`src/rtl/multicycle_controller_if.sv`:
```
// Control bundle between the multicycle controller and its datapath.
// The memory handshake and all datapath selects/enables travel here.
interface multicycle_controller_if #(
  parameter int CNT_W = 32
);
  logic [6:0]       op;
  logic             zero;
  logic             mem_ready;
  logic             mem_req;
  logic             AdrSrc;
  logic             MemWrite;
  logic             IRWrite;
  logic             PCWrite;
  logic             RegWrite;
  logic [1:0]       ALUSrcA;
  logic [1:0]       ALUSrcB;
  logic [1:0]       ALUOp;
  logic [1:0]       ResultSrc;
  logic [1:0]       ImmSrc;
  logic             illegal_instr;
  logic             retire;
  logic [CNT_W-1:0] instret;

  modport master (
    input  op, zero, mem_ready,
    output mem_req, AdrSrc, MemWrite,
    output IRWrite, PCWrite, RegWrite,
    output ALUSrcA, ALUSrcB, ALUOp,
    output ResultSrc, ImmSrc,
    output illegal_instr, retire, instret
  );

  modport slave (
    output op, zero, mem_ready,
    input  mem_req, AdrSrc, MemWrite,
    input  IRWrite, PCWrite, RegWrite,
    input  ALUSrcA, ALUSrcB, ALUOp,
    input  ResultSrc, ImmSrc,
    input  illegal_instr, retire, instret
  );
endinterface

```
`src/rtl/multicycle_controller.sv`:
```
// Main control FSM of the multicycle RV32I core.
// Sequences fetch, decode, execute, memory and writeback steps.
module multicycle_controller #(
  parameter int CNT_W = 32
) (
  input logic clk,
  input logic reset,
  multicycle_controller_if.master bus
);

  typedef enum logic [3:0] {
    S_FETCH, S_DECODE, S_MEMADR, S_MEMREAD,
    S_MEMWB, S_MEMWRITE, S_EXECR, S_EXECI,
    S_ALUWB, S_BEQ, S_JAL, S_ILLEGAL
  } state_t;

  localparam logic [6:0] OP_LW  = 7'b0000011;
  localparam logic [6:0] OP_SW  = 7'b0100011;
  localparam logic [6:0] OP_R   = 7'b0110011;
  localparam logic [6:0] OP_I   = 7'b0010011;
  localparam logic [6:0] OP_BEQ = 7'b1100011;
  localparam logic [6:0] OP_JAL = 7'b1101111;

  state_t           state_q, state_d;
  logic             illegal_q;
  logic [CNT_W-1:0] instret_q;

  logic       mem_req, adr_src, mem_write;
  logic       ir_write, pc_write, reg_write;
  logic       retire;
  logic [1:0] src_a, src_b, alu_op;
  logic [1:0] res_src, imm_src;

  // State register; reset aborts any instruction in flight
  always_ff @(posedge clk) begin
    if (reset) state_q <= S_FETCH;
    else       state_q <= state_d;
  end

  // Sticky illegal flag and retired-instruction counter
  always_ff @(posedge clk) begin
    if (reset) begin
      illegal_q <= 1'b0;
      instret_q <= '0;
    end else begin
      if (state_d == S_ILLEGAL) illegal_q <= 1'b1;
      if (retire) instret_q <= instret_q + CNT_W'(1);
    end
  end

  // Next state and Moore outputs, with handshake qualifiers
  always_comb begin
    state_d   = state_q;
    mem_req   = 1'b0;
    adr_src   = 1'b0;
    mem_write = 1'b0;
    ir_write  = 1'b0;
    pc_write  = 1'b0;
    reg_write = 1'b0;
    retire    = 1'b0;
    src_a     = 2'b00;
    src_b     = 2'b00;
    alu_op    = 2'b00;
    res_src   = 2'b00;
    unique case (state_q)
      S_FETCH: begin
        mem_req  = 1'b1;
        src_b    = 2'b10;
        res_src  = 2'b10;
        ir_write = bus.mem_ready;
        pc_write = bus.mem_ready;
        if (bus.mem_ready) state_d = S_DECODE;
      end
      S_DECODE: begin
        src_a = 2'b01;
        src_b = 2'b01;
        case (bus.op)
          OP_LW, OP_SW: state_d = S_MEMADR;
          OP_R:         state_d = S_EXECR;
          OP_I:         state_d = S_EXECI;
          OP_BEQ:       state_d = S_BEQ;
          OP_JAL:       state_d = S_JAL;
          default:      state_d = S_ILLEGAL;
        endcase
      end
      S_MEMADR: begin
        src_a = 2'b10;
        src_b = 2'b01;
        if (bus.op == OP_LW) state_d = S_MEMREAD;
        else                 state_d = S_MEMWRITE;
      end
      S_MEMREAD: begin
        mem_req = 1'b1;
        adr_src = 1'b1;
        if (bus.mem_ready) state_d = S_MEMWB;
      end
      S_MEMWB: begin
        res_src   = 2'b01;
        reg_write = 1'b1;
        retire    = 1'b1;
        state_d   = S_FETCH;
      end
      S_MEMWRITE: begin
        mem_req   = 1'b1;
        mem_write = 1'b1;
        adr_src   = 1'b1;
        retire    = bus.mem_ready;
        if (bus.mem_ready) state_d = S_FETCH;
      end
      S_EXECR: begin
        src_a   = 2'b10;
        alu_op  = 2'b10;
        state_d = S_ALUWB;
      end
      S_EXECI: begin
        src_a   = 2'b10;
        src_b   = 2'b01;
        alu_op  = 2'b10;
        state_d = S_ALUWB;
      end
      S_ALUWB: begin
        reg_write = 1'b1;
        retire    = 1'b1;
        state_d   = S_FETCH;
      end
      S_BEQ: begin
        src_a    = 2'b10;
        alu_op   = 2'b01;
        pc_write = bus.zero;
        retire   = 1'b1;
        state_d  = S_FETCH;
      end
      S_JAL: begin
        src_a    = 2'b01;
        src_b    = 2'b10;
        pc_write = 1'b1;
        state_d  = S_ALUWB;
      end
      default: state_d = S_ILLEGAL;
    endcase
    if (reset) begin
      mem_req   = 1'b0;
      mem_write = 1'b0;
      ir_write  = 1'b0;
      pc_write  = 1'b0;
      reg_write = 1'b0;
      retire    = 1'b0;
    end
  end

  // Immediate format follows the opcode directly
  always_comb begin
    imm_src = 2'b00;
    case (bus.op)
      OP_SW:   imm_src = 2'b01;
      OP_BEQ:  imm_src = 2'b10;
      OP_JAL:  imm_src = 2'b11;
      default: imm_src = 2'b00;
    endcase
  end

  assign bus.mem_req       = mem_req;
  assign bus.AdrSrc        = adr_src;
  assign bus.MemWrite      = mem_write;
  assign bus.IRWrite       = ir_write;
  assign bus.PCWrite       = pc_write;
  assign bus.RegWrite      = reg_write;
  assign bus.retire        = retire;
  assign bus.ALUSrcA       = src_a;
  assign bus.ALUSrcB       = src_b;
  assign bus.ALUOp         = alu_op;
  assign bus.ResultSrc     = res_src;
  assign bus.ImmSrc        = imm_src;
  assign bus.illegal_instr = illegal_q;
  assign bus.instret       = instret_q;

endmodule

```
`src/flat_wrapper.sv`:
```
// flat-port wrapper written by rule: the top's interface ports become plain ports
module multicycle_controller_flat 
#(
  parameter int CNT_W = 32
)
  (clk, reset, bus_op, bus_zero, bus_mem_ready, bus_mem_req, bus_AdrSrc, bus_MemWrite, bus_IRWrite, bus_PCWrite, bus_RegWrite, bus_ALUSrcA, bus_ALUSrcB, bus_ALUOp, bus_ResultSrc, bus_ImmSrc, bus_illegal_instr, bus_retire, bus_instret);
  multicycle_controller_if #(.CNT_W(CNT_W)) bus_i ();
  input logic clk;
  input logic reset;
  input wire logic [$bits(bus_i.op)-1:0] bus_op;
  input wire logic [$bits(bus_i.zero)-1:0] bus_zero;
  input wire logic [$bits(bus_i.mem_ready)-1:0] bus_mem_ready;
  output wire logic [$bits(bus_i.mem_req)-1:0] bus_mem_req;
  output wire logic [$bits(bus_i.AdrSrc)-1:0] bus_AdrSrc;
  output wire logic [$bits(bus_i.MemWrite)-1:0] bus_MemWrite;
  output wire logic [$bits(bus_i.IRWrite)-1:0] bus_IRWrite;
  output wire logic [$bits(bus_i.PCWrite)-1:0] bus_PCWrite;
  output wire logic [$bits(bus_i.RegWrite)-1:0] bus_RegWrite;
  output wire logic [$bits(bus_i.ALUSrcA)-1:0] bus_ALUSrcA;
  output wire logic [$bits(bus_i.ALUSrcB)-1:0] bus_ALUSrcB;
  output wire logic [$bits(bus_i.ALUOp)-1:0] bus_ALUOp;
  output wire logic [$bits(bus_i.ResultSrc)-1:0] bus_ResultSrc;
  output wire logic [$bits(bus_i.ImmSrc)-1:0] bus_ImmSrc;
  output wire logic [$bits(bus_i.illegal_instr)-1:0] bus_illegal_instr;
  output wire logic [$bits(bus_i.retire)-1:0] bus_retire;
  output wire logic [$bits(bus_i.instret)-1:0] bus_instret;
  assign bus_i.op = bus_op;
  assign bus_i.zero = bus_zero;
  assign bus_i.mem_ready = bus_mem_ready;
  assign bus_mem_req = bus_i.mem_req;
  assign bus_AdrSrc = bus_i.AdrSrc;
  assign bus_MemWrite = bus_i.MemWrite;
  assign bus_IRWrite = bus_i.IRWrite;
  assign bus_PCWrite = bus_i.PCWrite;
  assign bus_RegWrite = bus_i.RegWrite;
  assign bus_ALUSrcA = bus_i.ALUSrcA;
  assign bus_ALUSrcB = bus_i.ALUSrcB;
  assign bus_ALUOp = bus_i.ALUOp;
  assign bus_ResultSrc = bus_i.ResultSrc;
  assign bus_ImmSrc = bus_i.ImmSrc;
  assign bus_illegal_instr = bus_i.illegal_instr;
  assign bus_retire = bus_i.retire;
  assign bus_instret = bus_i.instret;
  multicycle_controller #(.CNT_W(CNT_W)) u_core (.clk(clk), .reset(reset), .bus(bus_i));
endmodule
```
`config.mk`:
```
export PLATFORM = sky130hd
export DESIGN_NAME = multicycle_controller_flat
export DESIGN_NICKNAME = d
export VERILOG_FILES = /design/src/rtl/multicycle_controller_if.sv /design/src/rtl/multicycle_controller.sv /design/src/flat_wrapper.sv
export SDC_FILE = /design/constraint.sdc
export NUM_CORES = 1
export LEC_CHECK = 0
export CAP_MARGIN = 20
export CELL_PAD_IN_SITES_DETAIL_PLACEMENT = 0
export CELL_PAD_IN_SITES_GLOBAL_PLACEMENT = 2
export CORE_MARGIN = 1
export CORE_UTILIZATION = 26
export DETAILED_ROUTE_END_ITERATION = 7
export HOLD_SLACK_MARGIN = 0.08
export PLACE_DENSITY_LB_ADDON = 0.1
export SETUP_SLACK_MARGIN = 0.1
export SLEW_MARGIN = 20
export SYNTH_ARGS = -nofsm -noshare
export SYNTH_HDL_FRONTEND = slang
export SYNTH_SLANG_ARGS = --single-unit
```
`constraint.sdc`:
```
create_clock -name clk -period 2.6 [get_ports clk]
set_input_delay 0.65 -clock clk [delete_from_list [all_inputs] [get_ports clk]]
set_output_delay 0.65 -clock clk [all_outputs]
set_load 0.005 [all_outputs]
```
# --- Word level (Yosys, flattened, before mapping) ---
# Index checks and enable logic that the tools add are counted.
op_classes:
  addsub: 1
  n_eq_ne: 17
  mux: 24
  n_reduce_logical: 12
op_table:
  columns: ["cell", "count"]
  rows:
  - ["adder 32 x 1 -> 32 bit (second input constant)", 1]
  - ["one-hot mux 4 bit (7 select lines)", 1]
  - ["one-hot mux 4 bit (5 select lines)", 1]
  - ["equality test 4 x 3 -> 1 bit (second input constant)", 4]
  - ["equality test 4 bit (second input constant)", 4]
  - ["one-hot mux 2 bit (2 select lines)", 4]
  - ["equality test 7 x 6 -> 1 bit (second input constant)", 2]
  - ["equality test 7 bit (second input constant)", 2]
  - ["2-to-1 mux 4 bit", 3]
  - ["OR reduction 2 bit", 6]
  - ["OR reduction 3 bit", 4]
  - ["2-to-1 mux 1 bit", 11]
  - ["equality test 4 x 2 -> 1 bit (second input constant)", 2]
  - ["equality test 7 x 2 -> 1 bit (second input constant)", 1]
  - ["equality test 7 x 5 -> 1 bit (second input constant)", 1]
  - ["one-hot mux 2 bit (3 select lines)", 1]
  - ["equality test 4 x 1 -> 1 bit (second input constant)", 1]
  - ["zero test 4 bit", 1]
  - ["OR reduction 4 bit", 1]
  - ["2-to-1 mux 3 bit", 1]
  - ["one-hot mux 1 bit (3 select lines)", 1]
  - ["one-hot mux 1 bit (2 select lines)", 1]
word_totals:
  ff_bits: 37
  input_bits: 11
  output_inout_bits: 50

# --- Depth between registers and ports, before layout ---
# Gate-level depths: netlist (run 1).
depth:
  ltp_word: 5
  mapped_depth: 8

# --- Worst setup path after synthesis (run 1) ---
# No wires, ideal clock.
synth_timing:
  kind: "input to register"
  from: "input port reset"
  to: "register u_core.instret_q[25], in the netlist u_core.bus.instret[25]"
  arrival_ps: 2168
  slack_ps: 361
  cell_stages: 7
  cell_sequence: "clkbuf_1 -> and3b_1 -> nand4_2 -> or3_4 -> buf_6 -> or3_1 -> a21oi_1"
synth_via:
  elab_chain_cells: 1
synth_rtl:
  columns: ["element", "line", "text"]
  rows:
  - ["start, declared", "flat_wrapper.sv:9", "input logic reset;"]
  - ["2-to-1 mux 1 bit", "multicycle_controller.sv:141", "if (reset) begin"]
  - ["end signal, assigned", "multicycle_controller.sv:47", "if (retire) instret_q <= instret_q + CNT_W'(1);"]
  - ["end, declared", "multicycle_controller.sv:26", "logic [CNT_W-1:0] instret_q;"]
# Parallel ways exist; a longest one is shown, timed or not.
# A chain may end at the register's enable or synchronous reset.

# --- Final worst setup path (run 1) ---
layout_timing:
  from: "input port bus_op[4]"
  to: "register u_core.illegal_q, in the netlist u_core.bus.illegal_instr"
layout_via:
  elab_chain_cells: 5
  word_cells_on_any_way: 11
layout_rtl:
  columns: ["element", "line", "text"]
  rows:
  - ["start, declared", "flat_wrapper.sv:10", "input wire logic [$bits(bus_i.op)-1:0] bus_op;"]
  - ["equality test 7 x 6 -> 1 bit / equality test 7 x 2 -> 1 bit (equally long branches)", "multicycle_controller.sv:77, multicycle_controller.sv:89", null]
  - ["OR reduction 2 bit", "multicycle_controller.sv:77", "case (bus.op)"]
  - ["one-hot mux 4 bit (5 select lines)", "multicycle_controller.sv:77", null]
  - ["one-hot mux 4 bit (7 select lines) (*)", "multicycle_controller.sv:65", "unique case (state_q)"]
  - ["equality test 4 bit (*)", "multicycle_controller.sv:46", "if (state_d == S_ILLEGAL) illegal_q <= 1'b1;"]
  - ["end signal, assigned", "multicycle_controller.sv:43", "illegal_q <= 1'b0;"]
  - ["end signal, assigned", "multicycle_controller.sv:46", null]
  - ["end, declared", "multicycle_controller.sv:25", "logic illegal_q;"]
# Every way passes the cells marked *; elsewhere a longest branch is shown, timed or not.

==> impl_metrics.tcl, run 1 <==
set metrics [dict create \
    comb_power_share_pct 42.7 \
    clockBufferDepth 2 \
    synth_nets 285 \
    row_count 32 \
    yosysTopAreaCell "dfxtp_1" \
    worst_ir_drop_vdd_v 0.000185 \
    synth.area.top_cells "dfxtp_1 (35%), xnor2_1 (10%), nor2_1 (7.3%)" \
    hp-class "reg2reg" \
    setup_violations 0 \
    htree_levels 2 \
    rsz0062_at_grt "true" \
    final.period_utilization_pct 97.8 \
    finalPower_mw 1.88 \
    endpoint_kind "register" \
    synth_area_per_cell_um2 7.74 \
    synth_mux_area_share_pct 0 \
    finalMaxSlewViolations 0 \
    synth_flop_cell "dfxtp_1" \
    gp_congestion 0.703 \
    yosysWarnings 0 \
    internal_power_mw 1.20 \
    drv_cap 0 \
    p_leak_nw 1.12 \
    p_clk_share_pct 21.5 \
    floorplan.die_area_um2 8490 \
    vias_per_cell 4.87 \
    status "finished, final reports clean" \
    die_w_um 92.2 \
    reg2reg_from "u_core.state_q[2]" \
    grt_pass1_vias 2139 \
    clock-sinks 37 \
    regToRegSetupSlack_ns 0.43 \
    final-hold-violation-count 0 \
    final_cells 454 \
    path_cells "dlygate4sd2_1 > nor2b_4 > nand4_1 > buf_4 > buf_4 > buf_4 > buf_4 > buf_4 > buf_4 > buf_4 > buf_4 > o21ba_2 > nor3_4 > o32ai_2" \
    ys_top_cells_by_count "nor2_1 (41), dfxtp_1 (37), xnor2_1 (25)" \
    min_path_cells 2 \
    cts-hold-fix-buffers 0 \
    worstMarginPinSlew_ns 0.520 \
    grt_pass1_wl_um 10200 \
    numCtsBuffers 5 \
    r2r_cells 6 \
    track_usage_pct 15.2 \
    synth_edf_count 0 \
    die_h_um 92.2 \
    drt_iter0_drc 62 \
    antenna_left 0 \
    port_buffers 60 \
    cp-start-kind "input port" \
    critPathBufInv 9 \
    worst_path_dominant_cell_family "buffers and inverters" \
    arrival_ns 2.72 \
    vias 2209 \
    synth_top_family_by_area "simple AND/OR/NAND/NOR gates" \
    finClkSkew_ns 0.00920 \
    synth-seq-cells 37 \
    slowest_delay_ns 0.28 \
    cp_max_fo 3 \
    synthArstFlopShare_pct 0 \
    grt_max_degree 29 \
    dr.pass1.iters 4 \
    synth-compound-area-share_pct 11.2 \
    critPathRequiredTime_ns 2.78 \
    critPathKind "in2reg" \
    overflow 0 \
    cpMostUsedCell "buf_4" \
    synth.distinct_cells 44 \
    synth_top_area_share_pct 35.1 \
    place_inst 436 \
    area_growth_pct 49.2 \
    reg2reg_to "u_core.bus.instret[31]" \
    synthCells 273 \
    fmax_ghz 0.393 \
    endpoint "u_core.bus.illegal_instr" \
    synth_area_um2 2110 \
    cts_tree "done" \
    ctsRootBufferMaster "clkbuf_8" \
    drive_gt1_share_pct 16.0 \
    nets 362 \
    p_seq_share_pct 35.8 \
    seq_area_frac_synth_pct 35.1 \
    clkLatencyLatePin_ns 0.29 \
    antenna_found_initial 1 \
    drc_errors 0 \
    slowest_stage "dlygate4sd2_1" \
    synthXorXnorAreaFrac_pct 10.8 \
    num_io_pins 61 \
    start_util_pct 27.1 \
    synthMostInstantiatedCell "nor2_1" \
    clk_pin_slew_ns 0.08 \
    switching_share_pct 36.5 \
    cp-startpoint "bus_op[4]" \
    p_switching_mw 0.687 \
    wl_um 6350 \
    dpl.hpwl_um 4280 \
    yosys.area_share.simple_pct 36.9 \
    period_needed_ns 2.54 \
    powerDensity_nw_per_um2 597 \
    synthAdderAreaFrac_pct 0.592 \
    relSlewSlack_pct 64.9 \
    coreArea_um2 7810 \
    wl_per_cell_um 14.0 \
    crit_cells 14 \
]
power groups by stage:
stage / logic [mW] / registers [mW] / clock network, mW
after floorplan: 0.444 / 0.628 / 0
after global placement: 0.755 / 0.666 / 0
after detailed placement: 0.745 / 0.667 / 0
after CTS: 0.779 / 0.664 / 0.424
after global routing: 0.881 / 0.680 / 0.455
final: 0.804 / 0.674 / 0.404
state kept, by name, indices dropped and copies added (netlist names):
name and flops:
u_core.bus.illegal_instr 1, u_core.bus.instret 32, u_core.state_q 4
timing repair:
item,4_1_cts,5_1_grt
setup endpoints to repair,10,9
resized for setup,25,13
buffers inserted,8,1
pin swaps,4,2
worst min-delay path by stage:
stage | startpoint | to
global route | u_core.bus.illegal_instr | u_core.bus.illegal_instr
global placement | u_core.bus.illegal_instr | u_core.bus.illegal_instr
finish | u_core.bus.illegal_instr | u_core.bus.illegal_instr
floorplan | u_core.bus.illegal_instr | u_core.bus.illegal_instr
detailed placement | u_core.bus.illegal_instr | u_core.bus.illegal_instr
CTS | u_core.bus.illegal_instr | u_core.bus.illegal_instr
worst reg2reg max path, delay by kind of cell, from the launching register on:
kind            cells  cell delay (ns)
compound gates      2             0.36
flops               1             0.51
simple gates        3             1.02
buf+inv             1             0.22
per-stage QoR:
stage | cell area [um2] | utilization (%) | TNS [ns] | setup slack [ns] | hold slack (ns)
after detailed placement | 2910 | 37.2 | -1.42 | -0.250 | 0.456
after floorplan | 2110 | - | 0 | 0.361 | 0.451
after CTS | 3090 | 39.5 | 0 | 0.0370 | 0.468
after global routing | 3150 | 40.4 | 0 | 0.00523 | 0.525
final | 3150 | 40.4 | 0 | 0.0571 | 0.476
after global placement | 2910 | 37.2 | -1.10 | -0.248 | 0.449
routing by layer:
layer,track usage [%],part of all wire [%],vias up
met5,0,0,-
met4,4.69,1.4,0
met3,3.57,4.2,8
met2,26.2,47,46
met1,18.6,48,1038
li1,-,-,1117
layout make-up:
class	instances	area, um2
Inverter	6	22.5
Multi-Input combinational cell	210	1330
Fill cell	826	4650
Tap cell	102	128
Timing Repair Buffer	90	836
Clock inverter	1	7.51
Sequential cell	37	751
Clock buffer	7	76.3
Antenna cell	1	2.50
cell families after synthesis:
group           count (synthesis)
xor+xnor                       26
compound gates                 41
buf+inv                        26
fa+ha+maj                       1
simple gates                  142
flops                          37
cell usage in the layout, fill, tap and decap left out, types with 6 or more instances in the layout:
cell type        instances
nor3_1                   8
nor4b_1                  7
dlygate4sd2_1           10
nor4_1                  13
clkdlybuf4s50_1         44
dlymetal6s2s_1           6
a21oi_1                 17
dfxtp_1                 33
nand2_1                 15
nand3_1                  9
buf_4                   28
o21ai_0                 11
nand4_1                  6
inv_1                    6
nor2_1                  40
or3_1                    6
nand2b_1                 6
xnor2_1                 24
Power figures use the tool's default switching activity.
==> inputs of run 2 (changes only) <==
--- a/config.mk
+++ b/config.mk
@@ -6,10 +6,10 @@
 export NUM_CORES = 1
 export LEC_CHECK = 0
 export CAP_MARGIN = 20
-export CELL_PAD_IN_SITES_DETAIL_PLACEMENT = 0
-export CELL_PAD_IN_SITES_GLOBAL_PLACEMENT = 2
+export CELL_PAD_IN_SITES_DETAIL_PLACEMENT = 1
+export CELL_PAD_IN_SITES_GLOBAL_PLACEMENT = 1
 export CORE_MARGIN = 1
-export CORE_UTILIZATION = 26
+export CORE_UTILIZATION = 34
 export DETAILED_ROUTE_END_ITERATION = 7
 export HOLD_SLACK_MARGIN = 0.08
 export PLACE_DENSITY_LB_ADDON = 0.1
==> run 2 against run 1 <==
Net effect: sequential share of layout area up 0.76 points; first-iteration DRC count shrank 29%; setup slack better by 0.10 ns; final cell count shrank 7.0%; non-clock buffer count shrank 4; core utilization grew 11 points; sequential cell count did not move; critical path depth down 8; hold slack about the same; combinational power increased by 4.0%; register-to-register slack lost 0.11 ns; critical path type is now in2out; highest routed layer unchanged.
==> impl_metrics.tcl, run 2 (same netlist as run 1, synthesis figures left out) <==
set metrics [dict create \
    final_cell_area_um2 3050 \
    dpl.hpwl_um 4330 \
    comb_power_share_pct 44.6 \
    critPathRequiredTime_ns 1.95 \
    finalMaxSlewViolations 0 \
    dr.pass1.iters 4 \
    antenna_found_initial 0 \
    p_seq_share_pct 35.0 \
    drv_cap 0 \
    drt_iter0_drc 44 \
    p_switching_mw 0.661 \
    cp_max_fo 2 \
    status "finished, final reports clean" \
    antennaDiodeCount 0 \
    antenna_left 0 \
    regToRegSetupSlack_ns 0.32 \
    vias_per_cell 5.37 \
    num_io_pins 61 \
    setup_violations 0 \
    clock-sinks 37 \
    final_cell_mix "clkdlybuf4s50_1 (52), nor2_1 (38), dfxtp_1 (34), xnor2_1 (25), buf_4 (23)" \
    grt_pass1_wl_um 10100 \
    cts-hold-fix-buffers 0 \
    nets 358 \
    slowest_delay_ns 0.46 \
    die_w_um 80.8 \
    clk_pin_slew_ns 0.07 \
    wl_um 6200 \
    internal_power_mw 1.22 \
    p_clk_share_pct 20.4 \
    track_usage_pct 19.6 \
    endpoint_kind "primary output" \
    final_core_util_pct 51.2 \
    coreArea_um2 5960 \
    finClkSkew_ns 0.00365 \
    critPathKind "in2out" \
    start_util_pct 35.5 \
    cp-start-kind "input port" \
    path_cells "clkdlybuf4s50_1 > nor2b_4 > nand4_1 > o21ai_2 > and2_1 > clkbuf_2" \
    fmax_ghz 0.410 \
    period_needed_ns 2.44 \
    drive_gt1_share_pct 15.9 \
    numCtsBuffers 5 \
    floorplan.die_area_um2 6540 \
    wl_per_cell_um 14.7 \
    final.period_utilization_pct 93.9 \
    ctsRootBufferMaster "clkbuf_8" \
    vias 2265 \
    gp_congestion 0.765 \
    layout_commonest_cell "clkdlybuf4s50_1" \
    post_dp_cell_area_um2 2880 \
    largest_reg_flops 32 \
    arrival_ns 1.79 \
    slowest_stage "clkdlybuf4s50_1" \
    hp-class "reg2reg" \
    overflow 0 \
    clockBufferDepth 2 \
    area_growth_pct 44.3 \
    htree_levels 2 \
    switching_share_pct 35.2 \
    rsz0062_at_grt "true" \
    port_buffers 60 \
    die_h_um 80.8 \
    drc_errors 0 \
    cts_tree "done" \
    powerDensity_nw_per_um2 615 \
    final-hold-violation-count 0 \
    clkLatencyLatePin_ns 0.28 \
    relSlewSlack_pct 73.5 \
    p_leak_nw 1.07 \
    grt_pass1_vias 2110 \
    grt_max_degree 34 \
    worst_ir_drop_vdd_v 0.000332 \
    worstMarginPinSlew_ns 0.397 \
    row_count 28 \
]
run 2: worst max-delay path, delay by kind of cell:
| family | cells | cell delay (ns) |
|---|---|---|
| buf+inv | 2 | 0.57 |
| simple gates | 3 | 0.41 |
| compound gates | 1 | 0.16 |
run 2: layout make-up:
type,instances,area [um2]
fillers,731,2910
multi-input cells,210,1310
inverters,6,22.5
flip-flops and latches,37,749
well taps,75,93.8
clock buffers,8,80.1
repair buffers,86,797
run 2: per-layer routing:
| metal | GRT usage, % | up-vias | wire length, um |
|---|---|---|---|
| met5 | 0 | - | 0 |
| met4 | 7.50 | 0 | 60 |
| met3 | 3.03 | 6 | 279 |
| met2 | 32.9 | 54 | 3030 |
| met1 | 25.2 | 1101 | 2830 |
| li1 | - | 1104 | - |
run 2: final timing paths:
kind,from,endpoint,depth (start not counted)
hold reg to reg,u_core.bus.illegal_instr,u_core.bus.illegal_instr,2
setup reg to reg,u_core.state_q[1],u_core.bus.instret[31],6
hold / removal,u_core.bus.illegal_instr,u_core.bus.illegal_instr,2
setup / recovery,bus_op[4],bus_ImmSrc[0],6
run 2: power groups by stage:
stage	combinational (mW)	clock (mW)	sequential [mW]
2_1_floorplan	0.444	0	0.628
3_3_place_gp	0.756	0	0.653
3_5_place_dp	0.770	0	0.655
4_1_cts	0.793	0.394	0.652
5_1_grt	0.919	0.427	0.663
6_report	0.836	0.383	0.657
run 2: stage by stage:
step | hold WS (ns) | power (mW) | setup TNS (ns) | instances | worst slack (ns)
after floorplan | 0.451 | 1.07 | 0 | 273 | 0.361
after global placement | 0.452 | 1.41 | -2.04 | 410 | -0.298
after detailed placement | 0.468 | 1.43 | -2.35 | 410 | -0.400
after CTS | 0.478 | 1.84 | 0 | 420 | 0.0633
after global routing | 0.508 | 2.01 | 0 | 422 | 0.0563
final | 0.475 | 1.88 | 0 | 422 | 0.159
run 2: repair_timing:
item                                    CTS  global route
pin swaps                                 3             3
endpoints found under the setup margin    9            12
resized for setup                        23            19
setup buffers                             2             2
